$ cat config.mk
export PLATFORM = sky130hd
export DESIGN_NAME = apb_slave_ctrl
export DESIGN_NICKNAME = d
export VERILOG_FILES = /design/src/rtl/apb_slave_ctrl.sv
export SDC_FILE = /design/constraint.sdc
export NUM_CORES = 1
export LEC_CHECK = 0
export CORE_ASPECT_RATIO = 1.4
export CORE_MARGIN = 4
export CORE_UTILIZATION = 34
export DETAILED_ROUTE_END_ITERATION = 7
export HOLD_SLACK_MARGIN = 0.15
export PLACE_DENSITY = 0.85
export REMOVE_ABC_BUFFERS = 1
export SYNTH_ARGS = -nofsm -noshare
export SYNTH_HDL_FRONTEND = slang
export SYNTH_SLANG_ARGS = --single-unit
$ cat constraint.sdc
create_clock -name clk -period 6 [get_ports clk]
set_input_delay 0.6 -clock clk [delete_from_list [all_inputs] [get_ports clk]]
set_output_delay 0.6 -clock clk [all_outputs]
set_load 0.05 [all_outputs]
$ cat src/rtl/apb_slave_ctrl.sv
// apb_slave_ctrl: APB slave front-end for the timer register block.
// Generates the transfer handshake with WAIT_CYCLES wait states, single-cycle
// register write/read strobes, checks writes to the control register and keeps
// a saturating count of error responses.
// Optional feature: define ADDR_CHECK_EN to reject unmapped (addr > MAX_ADDR)
// or misaligned accesses with pslverr. Without it every address is accepted.
module apb_slave_ctrl #(
    parameter int                ADDR_W      = 12,
    parameter int                DATA_W      = 32,
    parameter int                WAIT_CYCLES = 1,
    parameter logic [ADDR_W-1:0] CTRL_ADDR   = 12'h000,
    parameter int                DIV_MAX     = 8,
    parameter int                ERR_CNT_W   = 8,
    parameter logic [ADDR_W-1:0] MAX_ADDR    = 12'h03C
) (
    input  logic                   clk,
    input  logic                   rst_n,
    input  logic                   psel,
    input  logic                   penable,
    input  logic                   pwrite,
    input  logic [ADDR_W-1:0]      addr,
    input  logic [DATA_W-1:0]      wdata,
    input  logic [DATA_W/8-1:0]    pstrb,
    input  logic                   timer_en,
    input  logic                   div_en,
    input  logic [3:0]             div_val,
    input  logic                   err_clr,
    output logic                   pready,
    output logic                   pslverr,
    output logic                   wr_en,
    output logic                   rd_en,
    output logic [ERR_CNT_W-1:0]   err_cnt
);

    typedef enum logic {
        ST_IDLE = 1'b0,
        ST_ACC  = 1'b1
    } state_t;

    // Wait counter is 4 bits wide, so WAIT_CYCLES is meaningful in 1..15.
    localparam logic [3:0] WAIT_L = 4'(WAIT_CYCLES);
    // Divider field is 4 bits; a limit of 15 or more can never be exceeded.
    localparam logic [3:0] DIV_MAX_L = (DIV_MAX > 15) ? 4'd15 : 4'(DIV_MAX);
    localparam logic [ERR_CNT_W-1:0] ERR_CNT_MAX = '1;

    state_t                 r_state;
    state_t                 w_state_nxt;
    logic [3:0]             r_cnt;
    logic [3:0]             w_cnt_nxt;
    logic [ERR_CNT_W-1:0]   r_err_cnt;

    logic                   w_acc;
    logic                   w_ctrl_wr;
    logic [3:0]             w_div_wr;
    logic                   w_err_lock;
    logic                   w_err_range;
    logic                   w_err_addr;
    logic                   w_unused;

    assign w_acc = psel & penable;

    // State register and wait counter
    always_ff @(posedge clk or negedge rst_n) begin
        if (!rst_n) begin
            r_state <= ST_IDLE;
            r_cnt   <= '0;
        end else begin
            // NOTE: sequential state uses non-blocking assignments so every
            // flop samples the pre-edge values regardless of statement order.
            r_state <= w_state_nxt;
            r_cnt   <= w_cnt_nxt;
        end
    end

    // Next-state and wait-counter update for the transfer handshake
    always_comb begin
        // NOTE: defaults first, so no path leaves a target unassigned and no
        // latch is inferred.
        w_state_nxt = r_state;
        w_cnt_nxt   = r_cnt;
        case (r_state)
            ST_IDLE: begin
                if (w_acc) begin
                    w_state_nxt = ST_ACC;
                    w_cnt_nxt   = 4'd1;
                end
            end
            ST_ACC: begin
                // Abort (acc dropped) and completion both return to IDLE.
                if (!w_acc || (r_cnt == WAIT_L)) begin
                    w_state_nxt = ST_IDLE;
                    w_cnt_nxt   = '0;
                end else begin
                    w_cnt_nxt   = r_cnt + 4'd1;
                end
            end
            default: begin
                w_state_nxt = ST_IDLE;
                w_cnt_nxt   = '0;
            end
        endcase
    end

    // Completion is decoded from the registered state; it drops with acc.
    assign pready = (r_state == ST_ACC) & (r_cnt == WAIT_L) & w_acc;

    // Control-register write checks use the values present in the pready
    // cycle; nothing from earlier wait states is captured.
    assign w_ctrl_wr   = pready & pwrite & (addr == CTRL_ADDR);
    assign w_div_wr    = wdata[11:8];
    assign w_err_lock  = w_ctrl_wr & timer_en &
                         ((pstrb[1] & (w_div_wr != div_val)) |
                          (pstrb[0] & (wdata[1] != div_en)));
    assign w_err_range = w_ctrl_wr & pstrb[1] & (w_div_wr > DIV_MAX_L);

`ifdef ADDR_CHECK_EN
    assign w_err_addr = (addr > MAX_ADDR) | (addr[1:0] != 2'b00);
    // Sink for data/strobe bits that no check looks at.
    assign w_unused   = ^{wdata, pstrb};
`else
    assign w_err_addr = 1'b0;
    // Sink for data/strobe bits that no check looks at; MAX_ADDR only
    // matters when address checking is compiled in.
    assign w_unused   = ^{wdata, pstrb, MAX_ADDR};
`endif

    assign pslverr = pready & (w_err_lock | w_err_range | w_err_addr);
    assign wr_en   = pready &  pwrite & ~pslverr;
    assign rd_en   = pready & ~pwrite & ~pslverr;

    // Saturating error-response counter; clear wins over a same-cycle error
    always_ff @(posedge clk or negedge rst_n) begin
        if (!rst_n) begin
            r_err_cnt <= '0;
        end else if (err_clr) begin
            r_err_cnt <= '0;
        end else if (pslverr && (r_err_cnt != ERR_CNT_MAX)) begin
            r_err_cnt <= r_err_cnt + 1'b1;
        end
    end

    assign err_cnt = r_err_cnt;

endmodule

# Word-level counts from Yosys, hierarchy flattened

Index checks and enable logic that the tools add are counted.

Register bits after elaboration: 13
Logic and storage cells: 44
Output and inout port bits: 12
Input bits: 60

Reduce and logical (&&, ||, !) cells: 5
Add/sub/neg operators: 2
Multiplexer cells: 8
Bitwise logic cells: 20
$lt $le $gt $ge: 1
Equal/unequal tests: 5

Operators by type and width:

| cell                                                            | number |
|---|---|
| 8-bit two-way mux                                               | 2 |
| 1-bit bitwise AND                                               | 15 |
| 12-bit zero test                                                | 1 |
| 8-bit by 1-bit adder with 8-bit output, second input constant   | 1 |
| 4-bit two-way mux                                               | 2 |
| 8-bit inequality test, second input constant                    | 1 |
| 4-bit case mux with 2 select lines                              | 1 |
| 4-bit by 1-bit adder with 4-bit output, second input constant   | 1 |
| 4-bit by 1-bit == test with 1-bit output, second input constant | 1 |
| 4-bit > comparator, second input constant                       | 1 |
| 4-bit inequality test                                           | 1 |
| 1-bit NOT                                                       | 3 |
| 1-bit two-way mux                                               | 2 |
| 2-bit inequality test, second input constant                    | 1 |
| 1-bit OR                                                        | 2 |
| 1-bit case mux with 2 select lines                              | 1 |
| 2-bit nonzero test                                              | 1 |
| 1-bit logical AND                                               | 1 |
| 1-bit zero test                                                 | 1 |
| 1-bit logical OR                                                | 1 |
| 1-bit inequality test                                           | 1 |

# Logic depth before layout (Yosys ltp)

Gate-level depths: netlist of the first run.

Depth in word-level cells: 12
Depth in mapped cells: 8

# Worst setup path after synthesis of the first run

Ideal clock, no wire load.

Path type: register -> output
Start: register r_cnt[1]
End: output port wr_en
Stages on the path, launching flop included: 7
Data arrival time: 2,621 ps
Path slack: 2,779 ps
Required time: 5,400 ps
Cell sequence: dfrtp_1 -> inv_1 -> ha_1 -> or3b_4 -> nor2_1 -> nand2_1 -> a21oi_1

Word-level cells in the longest chain between the ends: 11
Elaborated cells between the ends (all ways): 13

RTL lines:

| what                                                      | RTL line | RTL |
|---|---|---|
| start, declared                                           | 48       | `logic [3:0] r_cnt;` |
| start signal, assigned                                    | 71       | `r_cnt <= w_cnt_nxt;` |
| 4-bit by 1-bit == test with 1-bit output *                | 105      | `assign pready = (r_state == ST_ACC) & (r_cnt == WAIT_L) & w_acc;` |
| 1-bit bitwise AND * (2 in series)                         | 105      |  |
| via pready                                                | 28       | `output logic pready,` |
| 1-bit bitwise AND                                         | 109, 128 |  |
| 1-bit bitwise AND                                         | 109      | `assign w_ctrl_wr = pready & pwrite & (addr == CTRL_ADDR);` |
| 1-bit bitwise AND, on equally long branches (2 in series) | 111, 114 |  |
| 1-bit OR                                                  | 127      | `assign pslverr = pready & (w_err_lock \| w_err_range \| w_err_addr);` |
| 1-bit bitwise AND                                         | 127      |  |
| 1-bit NOT                                                 | 128      | `assign wr_en = pready & pwrite & ~pslverr;` |
| 1-bit bitwise AND *                                       | 128      |  |
| end, declared                                             | 30       | `output logic wr_en,` |

Mark *: on every way through the listed nets, which the timed path passes. The rest lies on a longest branch.

# Worst setup path after layout of the first run

Start: input port wdata[9]
End: output port wr_en

Word-level cells in the longest chain between the ends: 8
Elaborated cells between the ends (all ways): 10

RTL lines:

| what                  | RTL line | RTL |
|---|---|---|
| start, declared       | 22       | `input logic [DATA_W-1:0] wdata,` |
| 4-bit inequality test | 112      | `((pstrb[1] & (w_div_wr != div_val)) \|` |
| 1-bit bitwise AND     | 112      |  |
| 1-bit OR              | 112      |  |
| 1-bit bitwise AND     | 111      | `assign w_err_lock = w_ctrl_wr & timer_en &` |
| 1-bit OR *            | 127      |  |
| 1-bit bitwise AND *   | 127      |  |
| 1-bit NOT *           | 128      |  |
| 1-bit bitwise AND *   | 128      |  |

Mark *: on every way between the ends. The rest lies on a longest branch, timed or not.

==> results of run 1 <==
[final cells by class]
cell class,instances,area [sq um]
tap,34,42.5
clock buffer,3,22.5
fill,216,1060
clock inverter,1,5.00
multi-input combinational,72,493
inverter,6,22.5
sequential,13,325
timing repair buffer,42,420
[cells in the final DEF, fill, tap and decap left out, drive strengths merged]
cell | synthesis | routed
or3b | 1 | 1
nand2 | 6 | 6
nor2b | 2 | 2
mux2 | 3 | 3
nand2b | 1 | 1
inv | 6 | 6
xor2 | 1 | 1
mux2i | 1 | 1
and2 | 1 | 1
or3 | 4 | 4
nand4 | 1 | 1
nor2 | 8 | 8
clkdlybuf4s50 | 0 | 42
a41oi | 1 | 1
clkbuf | 0 | 3
clkinv | 0 | 1
o2111ai | 1 | 1
nor4 | 3 | 3
ha | 3 | 3
dfrtp | 13 | 13
nand3 | 4 | 4
o311ai | 1 | 1
a21oi | 6 | 6
nor3 | 2 | 2
xnor2 | 5 | 5
o31ai | 2 | 2
o211a | 1 | 1
o21ai | 8 | 8
or4 | 4 | 4
or2b | 1 | 1
or2 | 1 | 1
[routing by layer]
layer | share of wire, % | global-route usage [%] | vias to the layer above
met1 | 36 | 14.5 | 426
met2 | 52 | 27.8 | 39
met4 | 2.1 | 9.09 | 0
met5 | 0 | 0 | -
met3 | 10 | 3.75 | 6
li1 | - | - | 426
[sequential cells by signal, indices dropped and copies added (netlist names)]
signal	flops
err_cnt	8
r_cnt	4
r_state	1
[path summary, 6_finish.rpt]
path / to / cells after the start / slack (ps)
worst max-delay path: wr_en / 6 / 2470
worst min-delay path: r_cnt[3] / 1 / 510
worst max register to register: err_cnt[6] / 7 / 3580
worst min register to register: r_cnt[3] / 1 / 510
max in group asynchronous: r_cnt[3] / 1 / 4900
min in group asynchronous: err_cnt[0] / 1 / 700
[per-stage QoR]
stage / util (%) / power (W) / area, sq um
floorplan: - / 0.000110 / 841
global placement: 54.5 / 0.000135 / 1300
detailed placement: 54.5 / 0.000137 / 1300
CTS: 55.7 / 0.000192 / 1330
global route: 55.7 / 0.000200 / 1330
finish: 55.7 / 0.000189 / 1330
[logic make-up (layout without fill, tap and decap cells)]
group	count (synthesis)	count (layout)	synth area share, %
AO/OA/AOI/OAI	20	20	14.9
XOR/XNOR	6	6	6.14
adder cells (fa/ha/maj)	3	3	4.39
buffers and inverters	8	52	4.39
flip-flops	13	13	38.0
multiplexers	4	4	5.12
AND/OR/NAND/NOR	39	39	27.0
[where the power goes]
group | switching [W] | internal, W | total (W)
Sequential | 0.00000222 | 0.0000895 | 0.0000917
Combinational | 0.0000163 | 0.0000270 | 0.0000434
Clock | 0.0000293 | 0.0000247 | 0.0000540
Total | 0.0000478 | 0.000141 | 0.000189
==> results_dict.tcl, run 1 <==
set metrics [dict create \
    gp_congestion 0.733 \
    synth.area.top_cells "dfrtp_1 (38%), xnor2_1 (5.1%), o21ai_0 (4.7%)" \
    firstDrtPassIters 4 \
    worstPathArrival_ps 2930 \
    n_antenna_cell 0 \
    htree_levels 1 \
    fp.dieH_microns 67.4 \
    grt.total_usage_pct 14.9 \
    start_util_pct 35.8 \
    finalSetupTns_ps 0 \
    hold_viol_final 0 \
    period_minus_slack_ps 3530 \
    slew_headroom_pct 59.5 \
    synth.most_common_cell "dfrtp_1" \
    core_sq_um 2390 \
    grt_overflow_total 0 \
    synth_edf_count 0 \
    dp_slack_ps 2450 \
    postCtsHoldBufs 0 \
    drc 0 \
    ys_types 32 \
    p_leak_nw 0.513 \
    slowest_stage "clkdlybuf4s50_1" \
    port_buffers 42 \
    die_x_microns 50.4 \
    vdd_drop_max_v 0.0000890 \
    syn_to_final_growth_pct 55.6 \
    yosys.area.top_type "dfrtp_1" \
    dpl.hpwl_microns 1960 \
    setup_slack_ps 2470 \
    rsz0062_at_grt "no" \
    drt_iter0_drc 15 \
    nNetsFinal 201 \
    hold_ws_ps 506 \
    grt_pass1_wl_microns 3850 \
    antenna_found_initial 0 \
    clk_latency_ps 280 \
    r2r-start "r_cnt[1]" \
    ctsResizeCount 0 \
    rows 21 \
    cap_violations 0 \
    dieArea_sq_um 3400 \
    slowest_delay_ps 820 \
    syn_inst 93 \
    dp.cells 167 \
    crit_required_ps 5400 \
    io_pins 72 \
    hold_class "flip-flop to flip-flop" \
    crit_fanout 2 \
    path_cells "clkdlybuf4s50_1 > o311ai_0 > o21ai_0 > or2_2 > a21oi_1 > clkdlybuf4s50_1" \
    wl_per_cell_microns 13.4 \
    ys.flop_type "dfrtp_1" \
    cts_buffer_depth 2 \
    status "finished clean" \
    yosysWarnings 0 \
    cts_buffers 3 \
    synth_area_sq_um 856 \
    synth_seq_area_share_pct 38.0 \
    clock-skew-final_ps 9.02 \
    startpoint "wdata[9]" \
    synthTopCellsByCount "dfrtp_1 (13), nor2_1 (8), o21ai_0 (8)" \
    power_density_nw_per_um2 142 \
    critPathBufInv 2 \
    setup_viol_count_final 0 \
    synthDominantCellAreaShare_pct 38.0 \
    worst_pin_slew_ps 606 \
    critPathKind "input port to primary output" \
    clock-sinks 13 \
    vias 897 \
    vias_per_cell 5.25 \
    synth-seq-cells 13 \
    slew_violations 0 \
    path_delay_family "buffers and inverters" \
    async_flop_share_pct 100 \
    clk_root_buffer_cell "clkbuf_4" \
    grt_pass1_vias 905 \
    wl_microns 2300 \
    finalNonFillerCells 171 \
    postCtsSetupBuffers 0 \
    drive_gt1_share_pct 8.76 \
    cts_tree "done" \
    path_clk_slew_ps 70 \
    grt_max_degree 14 \
    clock.fmax_mhz 283 \
    postSynthAreaPerCell_sq_um 9.20 \
    ant_nets 0 \
    cp-end-kind "primary output" \
    cpMostUsedCell "clkdlybuf4s50_1" \
    startpoint_type "input port" \
    period_share_pct 58.9 \
    min_from "r_cnt[3]" \
]
Note: power is estimated with default switching activity, not from simulation.
==> run 2: changes to the inputs <==
- CORE_UTILIZATION: 34 -> 32
- PLACE_DENSITY: 0.85 -> 0.8
- clock period: 6 -> 3.5 ns (I/O delays scaled with it)
==> run 2 against run 1 <==
Effect of this change: combinational power increased by 72%; non-clock buffer count unchanged; clock skew hardly changed; register-to-register slack got worse by 2500 ps; hold slack lost 66 ps; worst setup slack worse by 2200 ps; final cell count is the same; critical path type is now flip-flop to primary output.
==> results_dict.tcl, run 2 (synthesized netlist as in run 1, its figures left out) <==
set metrics [dict create \
    status "finished clean" \
    finalNonFillerCells 171 \
    comb_power_share_pct 23.0 \
    vias 862 \
    ant_nets 0 \
    cts_tree "done" \
    htree_levels 1 \
    startpoint "r_cnt[1]" \
    fp.dieH_microns 69.2 \
    layout.cells.most_common_list "clkdlybuf4s50_1 (42), dfrtp_1 (13), nor2_1 (8), o21ai_0 (8)" \
    wl_per_cell_microns 12.9 \
    grt_max_degree 14 \
    rr_worst_depth 7 \
    nNetsFinal 201 \
    p_int_w 0.000242 \
    dieArea_sq_um 3580 \
    p_sw_share_pct 25.2 \
    p_leak_nw 0.513 \
    slowest_stage "clkdlybuf4s50_1" \
    largest_register_ffs 8 \
    final_common_cell "clkdlybuf4s50_1" \
    dpl.hpwl_microns 1880 \
    power_density_nw_per_um2 243 \
    start_util_pct 34.7 \
    drive_gt1_share_pct 8.76 \
    firstDrtPassIters 3 \
    worst_pin_slew_ps 595 \
    cts_buffer_depth 2 \
    io_pins 72 \
    die_x_microns 51.7 \
    vias_per_cell 5.04 \
    grt.total_usage_pct 12.8 \
    setup_viol_count_final 0 \
    power.clock.fraction_pct 28.5 \
    antenna_found_initial 0 \
    path_cells "inv_1 > ha_1 > or3b_4 > nor2_1 > nand2_1 > nor4_1 > and2_1 > clkdlybuf4s50_1" \
    slew_headroom_pct 60.2 \
    clk_latency_ps 280 \
    port_buffers 42 \
    grt_overflow_total 0 \
    clock.fmax_mhz 310 \
    core_sq_um 2470 \
    wl_microns 2210 \
    cap_violations 0 \
    r2r-start "r_cnt[1]" \
    setup_slack_ps 275 \
    postCtsSetupBuffers 0 \
    cp-end-kind "primary output" \
    slowest_delay_ps 800 \
    crit_fanout 5 \
    rsz0062_at_grt "no" \
    period_share_pct 92.2 \
    drt_iter0_drc 19 \
    gp_congestion 0.681 \
    fillers 252 \
    finalSetupTns_ps 0 \
    dp_slack_ps 481 \
    drc 0 \
    grt_pass1_vias 933 \
    slew_violations 0 \
    n_antenna_cell 0 \
    worstPathArrival_ps 2880 \
    syn_to_final_growth_pct 55.6 \
    clk_root_buffer_cell "clkbuf_4" \
    clock-skew-final_ps 9.14 \
    seq_power_share_pct 48.5 \
    clock-sinks 13 \
    grt_pass1_wl_microns 3710 \
    postCtsHoldBufs 0 \
    critPathKind "flip-flop to primary output" \
    crit_required_ps 3150 \
    period_minus_slack_ps 3230 \
    startpoint_type "flip-flop" \
    vdd_drop_max_v 0.000170 \
    ctsResizeCount 0 \
    power_switching_w 0.0000816 \
    hold_viol_final 0 \
    hold_class "input port to async pin" \
    cts_buffers 3 \
    path_clk_slew_ps 90 \
    dp.cells 167 \
    rows 21 \
]
-- run 2: cell counts in the layout (fill, tap and decap cells not counted) --
Identical to the previous run, type by type.
-- run 2: per-stage QoR --
stage          total power, W  instance area (sq um)  hold WS, ps  util, %
2_1_floorplan        0.000188                    841         54.4        -
3_3_place_gp         0.000232                   1300          468     52.8
3_5_place_dp         0.000236                   1300          477     52.8
4_1_cts              0.000329                   1330          452     53.9
5_1_grt              0.000341                   1330          490     53.9
6_report             0.000324                   1330          441     53.9
-- run 2: worst max-delay path, delay by kind of cell, from the launching register on --
kind                       cells  cell delay [ps]
buffers and inverters          2              870
DFF                            1              410
adders and majority gates      1              130
and+or+nand+nor                5             1210
-- run 2: final timing paths --
path / endpoint / slack [ps]
max in group asynchronous: r_cnt[0] / 2670
hold / removal: r_cnt[3] / 440
setup / recovery: pslverr / 270
setup reg to reg: err_cnt[6] / 1080
hold reg to reg: r_cnt[3] / 490
min in group clk: r_cnt[3] / 490
-- run 2: power groups by stage --
stage	Clock, W	Sequential [W]	Combinational, W
final	0.0000925	0.000157	0.0000745
after global routing	0.000102	0.000158	0.0000820
after CTS	0.0000960	0.000157	0.0000759
after detailed placement	0	0.000160	0.0000756
after global placement	0	0.000160	0.0000722
after floorplan	0	0.000159	0.0000288
-- run 2: area by class of cell --
class | count | area [sq um] | share of cell area (%)
clock inverters | 1 | 5.00 | 0.376
inverters | 6 | 22.5 | 1.69
well taps | 34 | 42.5 | 3.20
repair buffers | 42 | 420 | 31.6
flip-flops and latches | 13 | 325 | 24.4
clock buffers | 3 | 22.5 | 1.69
multi-input cells | 72 | 493 | 37.0
-- run 2: routing by layer --
layer	part of all wire [%]	wire (microns)	global-route usage [%]	vias to the layer above
met5	0	0	0	-
met4	1.3	28	5.25	0
met3	13	286	4.30	4
met2	47	1050	23.4	40
met1	38	844	12.7	396
li1	-	-	-	422
